===== config.mk =====
export PLATFORM = sky130hd
export DESIGN_NAME = omok_turn_sequencer
export DESIGN_NICKNAME = d
export VERILOG_FILES = /design/src/rtl/omok_turn_sequencer.sv
export SDC_FILE = /design/constraint.sdc
export NUM_CORES = 1
export LEC_CHECK = 0
export CAP_MARGIN = 20
export CORE_UTILIZATION = 32
export CTS_CLUSTER_SIZE = 10
export DETAILED_ROUTE_END_ITERATION = 12
export PLACE_DENSITY = 0.56
export SLEW_MARGIN = 20
export SYNTH_ARGS = -nofsm -noshare
export SYNTH_HDL_FRONTEND = slang
export SYNTH_SLANG_ARGS = --single-unit

===== constraint.sdc =====
create_clock -name clk -period 4.9 [get_ports clk]
set_input_delay 0.98 -clock clk [delete_from_list [all_inputs] [get_ports clk]]
set_output_delay 0.98 -clock clk [all_outputs]
set_load 0.005 [all_outputs]

===== src/rtl/omok_turn_sequencer.sv =====
// rtl/omok_turn_sequencer.sv - Omok move/undo/new-game sequencer with incremental win scan
// Drives the single board port; after each placement walks outward one cell per cycle.
module omok_turn_sequencer #(
  parameter int MAP_N   = 10,
  parameter int WIN_LEN = 5,
  parameter int POS_W   = 8
) (
  input  logic             clk,
  input  logic             rst,
  input  logic             put_req,
  input  logic [POS_W-1:0] pos_in,
  input  logic             undo_req,
  input  logic             new_game,
  output logic [POS_W-1:0] rd_addr,
  input  logic [1:0]       rd_data,
  output logic             wr_en,
  output logic [POS_W-1:0] wr_addr,
  output logic [1:0]       wr_data,
  output logic             busy,
  output logic             turn_black,
  output logic             black_win,
  output logic             white_win,
  output logic             game_over,
  output logic [6:0]       move_count,
  output logic             reject
);

  localparam int CELLS = MAP_N * MAP_N;
  localparam logic signed [5:0] N_S = 6'(MAP_N);

  typedef enum logic [2:0] {
    S_CLEAR, S_IDLE, S_CHECK, S_WRITE, S_SCAN, S_RESULT, S_UNDO
  } state_t;

  state_t             state_q, state_d;
  logic [POS_W-1:0]   clr_idx_q, clr_idx_d;
  logic [POS_W-1:0]   pos_q, pos_d;
  logic signed [5:0]  row_q, row_d, col_q, col_d;
  logic signed [5:0]  cur_row_q, cur_row_d, cur_col_q, cur_col_d;
  logic [1:0]         dir_q, dir_d;
  logic               back_q, back_d;
  logic [3:0]         cnt_q, cnt_d;
  logic               win_q, win_d;
  logic               turn_black_q, turn_black_d;
  logic               black_win_q, black_win_d;
  logic               white_win_q, white_win_d;
  logic [6:0]         move_count_q, move_count_d;
  logic               reject_q, reject_d;
  logic [POS_W-1:0]   hist_q [CELLS];

  logic signed [5:0]  dr, dc, nr, nc;
  logic               in_bounds;
  logic [POS_W-1:0]   nb_addr;
  logic [1:0]         mover;

  always_ff @(posedge clk or posedge rst) begin
    if (rst) begin
      state_q      <= S_CLEAR;
      clr_idx_q    <= '0;
      pos_q        <= '0;
      row_q        <= '0;
      col_q        <= '0;
      cur_row_q    <= '0;
      cur_col_q    <= '0;
      dir_q        <= '0;
      back_q       <= 1'b0;
      cnt_q        <= 4'd1;
      win_q        <= 1'b0;
      turn_black_q <= 1'b1;
      black_win_q  <= 1'b0;
      white_win_q  <= 1'b0;
      move_count_q <= '0;
      reject_q     <= 1'b0;
    end else begin
      state_q      <= state_d;
      clr_idx_q    <= clr_idx_d;
      pos_q        <= pos_d;
      row_q        <= row_d;
      col_q        <= col_d;
      cur_row_q    <= cur_row_d;
      cur_col_q    <= cur_col_d;
      dir_q        <= dir_d;
      back_q       <= back_d;
      cnt_q        <= cnt_d;
      win_q        <= win_d;
      turn_black_q <= turn_black_d;
      black_win_q  <= black_win_d;
      white_win_q  <= white_win_d;
      move_count_q <= move_count_d;
      reject_q     <= reject_d;
    end
  end

  // Move history doubles as the undo stack; move_count is its pointer.
  always_ff @(posedge clk) begin
    if (state_q == S_WRITE) hist_q[move_count_q] <= pos_q;
  end

  always_comb begin
    state_d      = state_q;
    clr_idx_d    = clr_idx_q;
    pos_d        = pos_q;
    row_d        = row_q;
    col_d        = col_q;
    cur_row_d    = cur_row_q;
    cur_col_d    = cur_col_q;
    dir_d        = dir_q;
    back_d       = back_q;
    cnt_d        = cnt_q;
    win_d        = win_q;
    turn_black_d = turn_black_q;
    black_win_d  = black_win_q;
    white_win_d  = white_win_q;
    move_count_d = move_count_q;
    reject_d     = 1'b0;
    wr_en        = 1'b0;
    wr_addr      = pos_q;
    wr_data      = 2'b00;
    rd_addr      = pos_q;
    mover        = turn_black_q ? 2'b10 : 2'b11;

    case (dir_q)
      2'd0:    begin dr = 6'sd0;  dc = 6'sd1; end
      2'd1:    begin dr = 6'sd1;  dc = 6'sd0; end
      2'd2:    begin dr = 6'sd1;  dc = 6'sd1; end
      default: begin dr = -6'sd1; dc = 6'sd1; end
    endcase
    if (back_q) begin
      dr = -dr;
      dc = -dc;
    end
    nr        = cur_row_q + dr;
    nc        = cur_col_q + dc;
    in_bounds = !nr[5] && (nr < N_S) && !nc[5] && (nc < N_S);
    nb_addr   = POS_W'($unsigned(nr)) * POS_W'(MAP_N) + POS_W'($unsigned(nc));

    case (state_q)
      S_CLEAR: begin
        wr_en   = 1'b1;
        wr_addr = clr_idx_q;
        if (clr_idx_q == POS_W'(CELLS - 1)) state_d = S_IDLE;
        else clr_idx_d = clr_idx_q + 1'b1;
      end
      S_IDLE: begin
        if (put_req) begin
          if (black_win_q || white_win_q || pos_in >= POS_W'(CELLS)) begin
            reject_d = 1'b1;
          end else begin
            pos_d   = pos_in;
            row_d   = $signed(6'(pos_in / POS_W'(MAP_N)));
            col_d   = $signed(6'(pos_in % POS_W'(MAP_N)));
            state_d = S_CHECK;
          end
        end else if (undo_req) begin
          if (move_count_q == 7'd0 || black_win_q || white_win_q) reject_d = 1'b1;
          else state_d = S_UNDO;
        end
      end
      S_CHECK: begin
        if (rd_data != 2'b00) begin
          reject_d = 1'b1;
          state_d  = S_IDLE;
        end else begin
          state_d = S_WRITE;
        end
      end
      S_WRITE: begin
        wr_en        = 1'b1;
        wr_data      = mover;
        move_count_d = move_count_q + 7'd1;
        dir_d        = 2'd0;
        back_d       = 1'b0;
        cnt_d        = 4'd1;
        win_d        = 1'b0;
        cur_row_d    = row_q;
        cur_col_d    = col_q;
        state_d      = S_SCAN;
      end
      S_SCAN: begin
        rd_addr = nb_addr;
        if (in_bounds && rd_data == mover) begin
          cnt_d     = cnt_q + 4'd1;
          cur_row_d = nr;
          cur_col_d = nc;
          if (cnt_q + 4'd1 == 4'(WIN_LEN)) begin
            win_d   = 1'b1;
            state_d = S_RESULT;
          end
        end else if (!back_q) begin
          back_d    = 1'b1;
          cur_row_d = row_q;
          cur_col_d = col_q;
        end else if (dir_q == 2'd3) begin
          state_d = S_RESULT;
        end else begin
          dir_d     = dir_q + 2'd1;
          back_d    = 1'b0;
          cnt_d     = 4'd1;
          cur_row_d = row_q;
          cur_col_d = col_q;
        end
      end
      S_RESULT: begin
        if (win_q) begin
          if (turn_black_q) black_win_d = 1'b1;
          else white_win_d = 1'b1;
        end else begin
          turn_black_d = !turn_black_q;
        end
        state_d = S_IDLE;
      end
      S_UNDO: begin
        wr_en        = 1'b1;
        wr_addr      = hist_q[move_count_q - 7'd1];
        move_count_d = move_count_q - 7'd1;
        turn_black_d = !turn_black_q;
        state_d      = S_IDLE;
      end
      default: state_d = S_CLEAR;
    endcase

    // new_game outranks everything, including a clear already in progress.
    if (new_game) begin
      state_d      = S_CLEAR;
      clr_idx_d    = '0;
      reject_d     = 1'b0;
      turn_black_d = 1'b1;
      black_win_d  = 1'b0;
      white_win_d  = 1'b0;
      move_count_d = '0;
    end
  end

  assign busy       = (state_q != S_IDLE);
  assign turn_black = turn_black_q;
  assign black_win  = black_win_q;
  assign white_win  = white_win_q;
  assign game_over  = black_win_q | white_win_q;
  assign move_count = move_count_q;
  assign reject     = reject_q;

endmodule


# [Word level (Yosys, flattened, before mapping)]
# Memory sizes are Yosys's and may differ from the RTL's.
# Index checks and enable logic that the tools add are counted.
[totals] register_bits=62 mem_bits_rw=800 inputBits=15 output_inout_bits=32 elab_cells=171 mem_count=1
[op_classes] addsub=10 mul=1 div_mod_pow=2 order_cmp=3 n_eq_ne=31 muxes=69 bitwise_logic=2 n_reduce_logical=36
[memory_table] name="hist_q" words=100 word_bits=8 rd=1 rd_clocked_by_memory_dff=0 wr=1 line="49" text="logic [POS_W-1:0] hist_q [CELLS];"
[ops] operator="6-bit two-way mux" n=8
[ops] operator="6-bit case mux with 2 select lines" n=3
[ops] operator="8-bit two-way mux" n=4
[ops] operator="3-bit two-way mux" n=10
[ops] operator="4-bit inequality test, second input constant" n=7
[ops] operator="1-bit two-way mux" n=26
[ops] operator="3-bit case mux with 6 select lines" n=1
[ops] operator="8-bit case mux with 2 select lines" n=1
[ops] operator="3-bit AND reduction" n=5
[ops] operator="2-bit inequality test, second input constant" n=7
[ops] operator="7-bit case mux with 2 select lines" n=1
[ops] operator="6-bit adder" n=2
[ops] operator="6-bit by 5-bit less-than comparator with 1-bit output, second input constant" n=2
[ops] operator="4-bit two-way mux" n=3
[ops] operator="3-bit inequality test, second input constant" n=4
[ops] operator="6-bit negator" n=2
[ops] operator="2-bit nonzero test" n=6
[ops] operator="2-bit two-way mux" n=5
[ops] operator="3-bit == test, second input constant" n=3
[ops] operator="8-bit by 1-bit adder with 8-bit output, second input constant" n=1
[ops] operator="8-bit by 6-bit adder with 8-bit output" n=1
[ops] operator="8-bit by 4-bit divider with 8-bit output, second input constant" n=1
[ops] operator="8-bit by 7-bit == test with 1-bit output, second input constant" n=1
[ops] operator="8-bit by 7-bit greater-or-equal comparator with 1-bit output, second input constant" n=1
[ops] operator="31 further kinds" n=49

# [Depth between registers and ports, before layout]
[logic_depth] ltp_word=14 depth_mapped=17 mapped_depth_nobuf=17

# [Least setup slack after synthesis]
# OpenSTA, ideal clock, no wires.
[synth_path] kind="reg-to-output" from="register move_count_q[0] (netlist: move_count[0])" to="output wr_addr[4]" arrival_time_ps=3886 required_time_ps=3920 slack_ps=34 path_stages_with_launch=17 path_buffers=8 cell_sequence="dfrtp_1 > buf_2 > buf_4 > buf_4 > buf_2 > buf_4 > inv_1 > ha_1 > clkbuf_1 > buf_1 > buf_1 > mux4_2 > a211oi_1 > a21oi_1 > a21oi_1 > nand4_1 > and2_1"
[synth_via] elab_chain_cells=3
[synth_rtl] item="start, declared" line="47" text="logic [6:0] move_count_q, move_count_d;"
[synth_rtl] item="start signal, assigned" line="89" text="move_count_q <= move_count_d;"
[synth_rtl] item="7-bit by 1-bit subtractor with 7-bit output" line="214" text="wr_addr = hist_q[move_count_q - 7'd1];"
[synth_rtl] item="memory 100 x 8 bit"
[synth_rtl] item="8-bit case mux with 2 select lines" line="137" text="case (state_q)"
[synth_rtl] item="end, declared" line="17" text="output logic [POS_W-1:0] wr_addr,"
# No other way between the ends.

# [Final worst setup path]
[layout_path] from="register dir_q[0]" to="register dir_q[0]"
[layout_via] elab_chain_cells=13 elab_cells_between_ends=29 classes_between="add/sub (5); order compare (2); eq/ne (5); mux (8); reduce/logical (9)"
[layout_rtl] item="start, declared" line="40" text="logic [1:0] dir_q, dir_d;"
[layout_rtl] item="start signal, assigned" line="82" text="dir_q <= dir_d;"
[layout_rtl] item="2-bit by 1-bit == test with 1-bit output / 2-bit == test (equally long branches)" line="122" text="case (dir_q)"
[layout_rtl] item="2-bit OR reduction (no source line)"
[layout_rtl] item="6-bit case mux with 2 select lines" line="122"
[layout_rtl] item="6-bit negator" line="129" text="dr = -dr;"
[layout_rtl] item="6-bit two-way mux" line="128" text="if (back_q) begin"
[layout_rtl] item="6-bit adder" line="132" text="nr = cur_row_q + dr;"
[layout_rtl] item="6-bit by 5-bit less-than comparator with 1-bit output / 1-bit zero test (equally long branches)" line="134" text="in_bounds = !nr[5] && (nr < N_S) && !nc[5] && (nc < N_S);"
[layout_rtl] item="1-bit logical AND (3 in a row)" line="134"
[layout_rtl] item="1-bit logical AND" line="181" text="if (in_bounds && rd_data == mover) begin"
[layout_rtl] item="2-bit inequality test (no source line)"
[layout_rtl] item="4-bit AND reduction (no source line)"
# Parallel ways exist; a longest one is shown, timed or not. The select of a mux whose other input is x is not followed.
# A chain may end at the register's enable or synchronous reset.

==> metrics.md <==
| Metric | Value |
|---|---|
| Pwr Density | `501 nW/um2` |
| TritonCTS clock tree | `built` |
| Max incr delay on CP | `~0.4 ns` |
| Root buffer cell | `clkbuf_16` |
| Seq cells post-synth | `860` |
| Clk buf depth | `3` |
| Iter 0 DRT Violations | `1985` |
| Main flop type after synthesis | `edfxtp_1` |
| # rows | `122` |
| Worst Max-Slew Pin Slew | `1.15 ns` |
| Die Span X | `~340 um` |
| Skew-Pair Late Insertion Delay | `0.67 ns` |
| Failing checks | `setup timing` |
| Status | `finished with violations` |
| Total Wirelength | `93000 um` |
| RSZ-0062 raised after global routing | `true` |
| Area leader, netlist | `edfxtp_1` |
| Ports | `47` |
| Drc violations | `0` |
| Top area cells in the synthesized netlist | `edfxtp_1 (67%), mux4_2 (13%), dfrtp_1 (4.1%), mux2i_1 (1.7%), nor2_1 (1.6%)` |
| Most numerous cell in the Yosys netlist | `edfxtp_1` |
| Core area | `~110000 um2` |
| DR vias | `between 15000 and 20000` |
| Share of post-route cells with drive strength above 1 | `31.5%` |
| Die Area | `about 110000 um2` |
| First-pass GRT wire length | `136000 um` |
| Max VDD drop | `between 1 and 1.5 mV` |
| Area of the mapped netlist | `35600 um2` |
| Crit path launch type | `register` |
| Share of the synthesized area in the top cell type | `67.4%` |
| Global-route usage over all layers | `~16%` |
| WS Path Type | `reg2reg` |
| Gpl congestion | `0.859` |
| Post-DP Area | `roughly 38000 um2` |
| Die height | `approximately 340 um` |
| Fin. max-slew vios | `0` |
| # clock sinks | `860` |
| Remaining antenna violation count | `0` |
| WP data arrival | `5.73 ns` |
| HPWL Detailed | `between 50000 and 60000 um` |
| Worst-path clk slew | `0.06 ns` |
| Ys async rst share | `6.98%` |
| Final instance area | `43200 um2` |
| Total power | `21.6 mW` |
| Tightest Hold Check Type | `reg2reg` |
| CTS H-tree depth | `3` |
| Diodes inserted | `0` |
| Final core occ | `39.1%` |
| IO buf count | `46` |
| Max Cap Violations | `0` |
| Critical Path Fanout Max | `3` |
| Nets | `2210` |
| Endpoints failing setup | `5` |
| Antenna violations before repair | `4` |
| Avg Cell Area, Syn | `18.3 um2` |
| Leakage power | `13.8 nW` |
| Layout Cells excl Fill | `3680` |
| Ys Warns | `0` |
| Total CTS buffers | `98` |
| Synth cell count leaders | `edfxtp_1 (800), mux4_2 (200), nor2_1 (156)` |
| Required @ worst endpoint | `5.38 ns` |
| Slew margin rel. | `a little under a quarter` |
| Mean number of vias per cell | `5.25` |
| Hold_buf cts | `0` |
| Crit-path most repeated cell | `buf_4` |
| Netlist cell types | `65` |
| Grt ovf | `0` |
| Slowest CP cell | `dfrtp_1` |
| Post-layout min period | `5.25 ns` |
| Post-synthesis sequential area ratio | `71.6%` |
| Synth Instances | `between 1500 and 2000` |
| Placed Cells | `approximately 3500` |
| Syn_nets | `2000` |
| Initial core utilization | `32.3%` |
| WL per Instance | `25.3 um` |
| Pin count of the biggest net entering global routing | `101` |
| Layout Area Growth over Synthesis | `21.2%` |
| Final hold viol count | `0` |
| Vias in the first global route | `slightly below 20000` |
| Clock Skews | `between 0.04 and 0.05 ns` |
| Initial DRT Pass Iterations | `6` |
| EDFF count, synth | `800` |
| Setup WS post-layout | `-0.353 ns` |
| Fmax | `190 MHz` |
| Setup slack at placement | `-0.404 ns` |
| Fin crit share | `107%` |
| CP endpoint kind | `register` |
-- cell usage in the layout (no fill, tap or decap), types with 7 or more instances in the layout --
master / n
nand4_1: 14
nor3_1: 11
nand2_1: 46
a21o_1: 7
clkbuf_1: 20
nand3_1: 9
a211oi_1: 28
and2_1: 8
xor2_1: 16
dfrtp_1: 49
mux2_4: 8
buf_4: 122
inv_1: 18
mux2i_1: 34
nor2b_1: 69
mux2i_4: 12
buf_6: 10
dfrtp_4: 9
xnor2_1: 14
ha_1: 20
nor2_1: 152
ha_4: 11
buf_12: 10
a211oi_2: 36
mux4_2: 200
mux2i_2: 14
o21ai_0: 31
o21ai_1: 8
a21oi_2: 35
nand2b_1: 10
clkdlybuf4s50_1: 34
buf_16: 19
clkbuf_16: 101
a21oi_1: 28
edfxtp_1: 800
a22oi_1: 10
mux2_2: 18
and2_4: 7
-- flip-flops by register name, summed over array words and instances (netlist names) --
register    flops
hist_q        800
clr_idx_q       8
pos_q           8
move_count      7
cur_col_q       6
cur_row_q       6
col_q           5
row_q           5
cnt_q           4
state_q         3
dir_q           2
back_q          1
black_win       1
reject          1
turn_black      1
white_win       1
win_q           1
-- metal layers --
metal	vias up	GRT usage, %	part of all wire, %
met5	-	0	0
met4	0	3.57	1.7
met3	122	3.60	7.3
met2	679	25.7	47
met1	10269	23.4	44
li1	8242	-	-
-- worst max-delay path, delay by kind of cell, from the launching register on --
kind	cells	cell delay, ns
AOI/OAI and AO/OA	2	0.20
buffers and inverters	37	4.52
DFF	1	0.40
-- logic make-up (layout without fill, tap and decap cells) --
| kind of cell | count (synthesis) | after routing | synth area share (%) |
|---|---|---|---|
| compound gates | 238 | 238 | 4.40 |
| xor+xnor | 37 | 37 | 0.909 |
| fa+ha+maj | 36 | 36 | 1.34 |
| buf+inv | 131 | 373 | 1.55 |
| flops | 860 | 860 | 71.6 |
| mux | 286 | 286 | 15.2 |
| simple gates | 362 | 362 | 4.95 |
-- through the flow --
step / setup TNS [ns] / hold slack, ns
final: -1.23 / 0.489
after global routing: -1.83 / 0.523
after detailed placement: -1.06 / 0.471
after global placement: -0.808 / 0.465
after CTS: -1.15 / 0.488
after floorplan: 0 / 0.439
-- worst paths after layout --
check                          from         end  slack, ns  depth (start not counted)
setup / recovery           dir_q[0]    dir_q[0]      -0.35                         39
hold / removal             col_q[2]    col_q[2]       0.49                          2
setup reg to reg           dir_q[0]    dir_q[0]      -0.35                         39
hold reg to reg            col_q[2]    col_q[2]       0.49                          2
max in group asynchronous       rst  turn_black       3.17                          3
min in group asynchronous       rst    pos_q[5]       0.75                          2
-- what timing repair did --
| action | 4_1_cts | 5_1_grt |
|---|---|---|
| gates resized for setup | 180 | 91 |
| pin swaps | 30 | 55 |
| endpoints found under the setup margin | 13 | 13 |
| gates cloned | 13 | 3 |
| buffers inserted | 58 | 13 |
-- area by class of cell --
class                   count  area, um2
repair buffers            218       2450
clock inverters            13        186
flip-flops and latches    860      25600
multi-input cells         959      10500
well taps                1488       1860
inverters                  23       90.1
fillers                  9947      67300
clock buffers             119       2540
-- power by group --
group	leakage (nW)	internal, mW	total [mW]	switching (mW)
combinational	4.50	2.79	5.83	3.03
sequential	8.00	8.93	9.28	0.346
clock	1.33	3.72	6.52	2.80
total	13.8	15.4	21.6	6.18
Power figures use the tool's default switching activity.
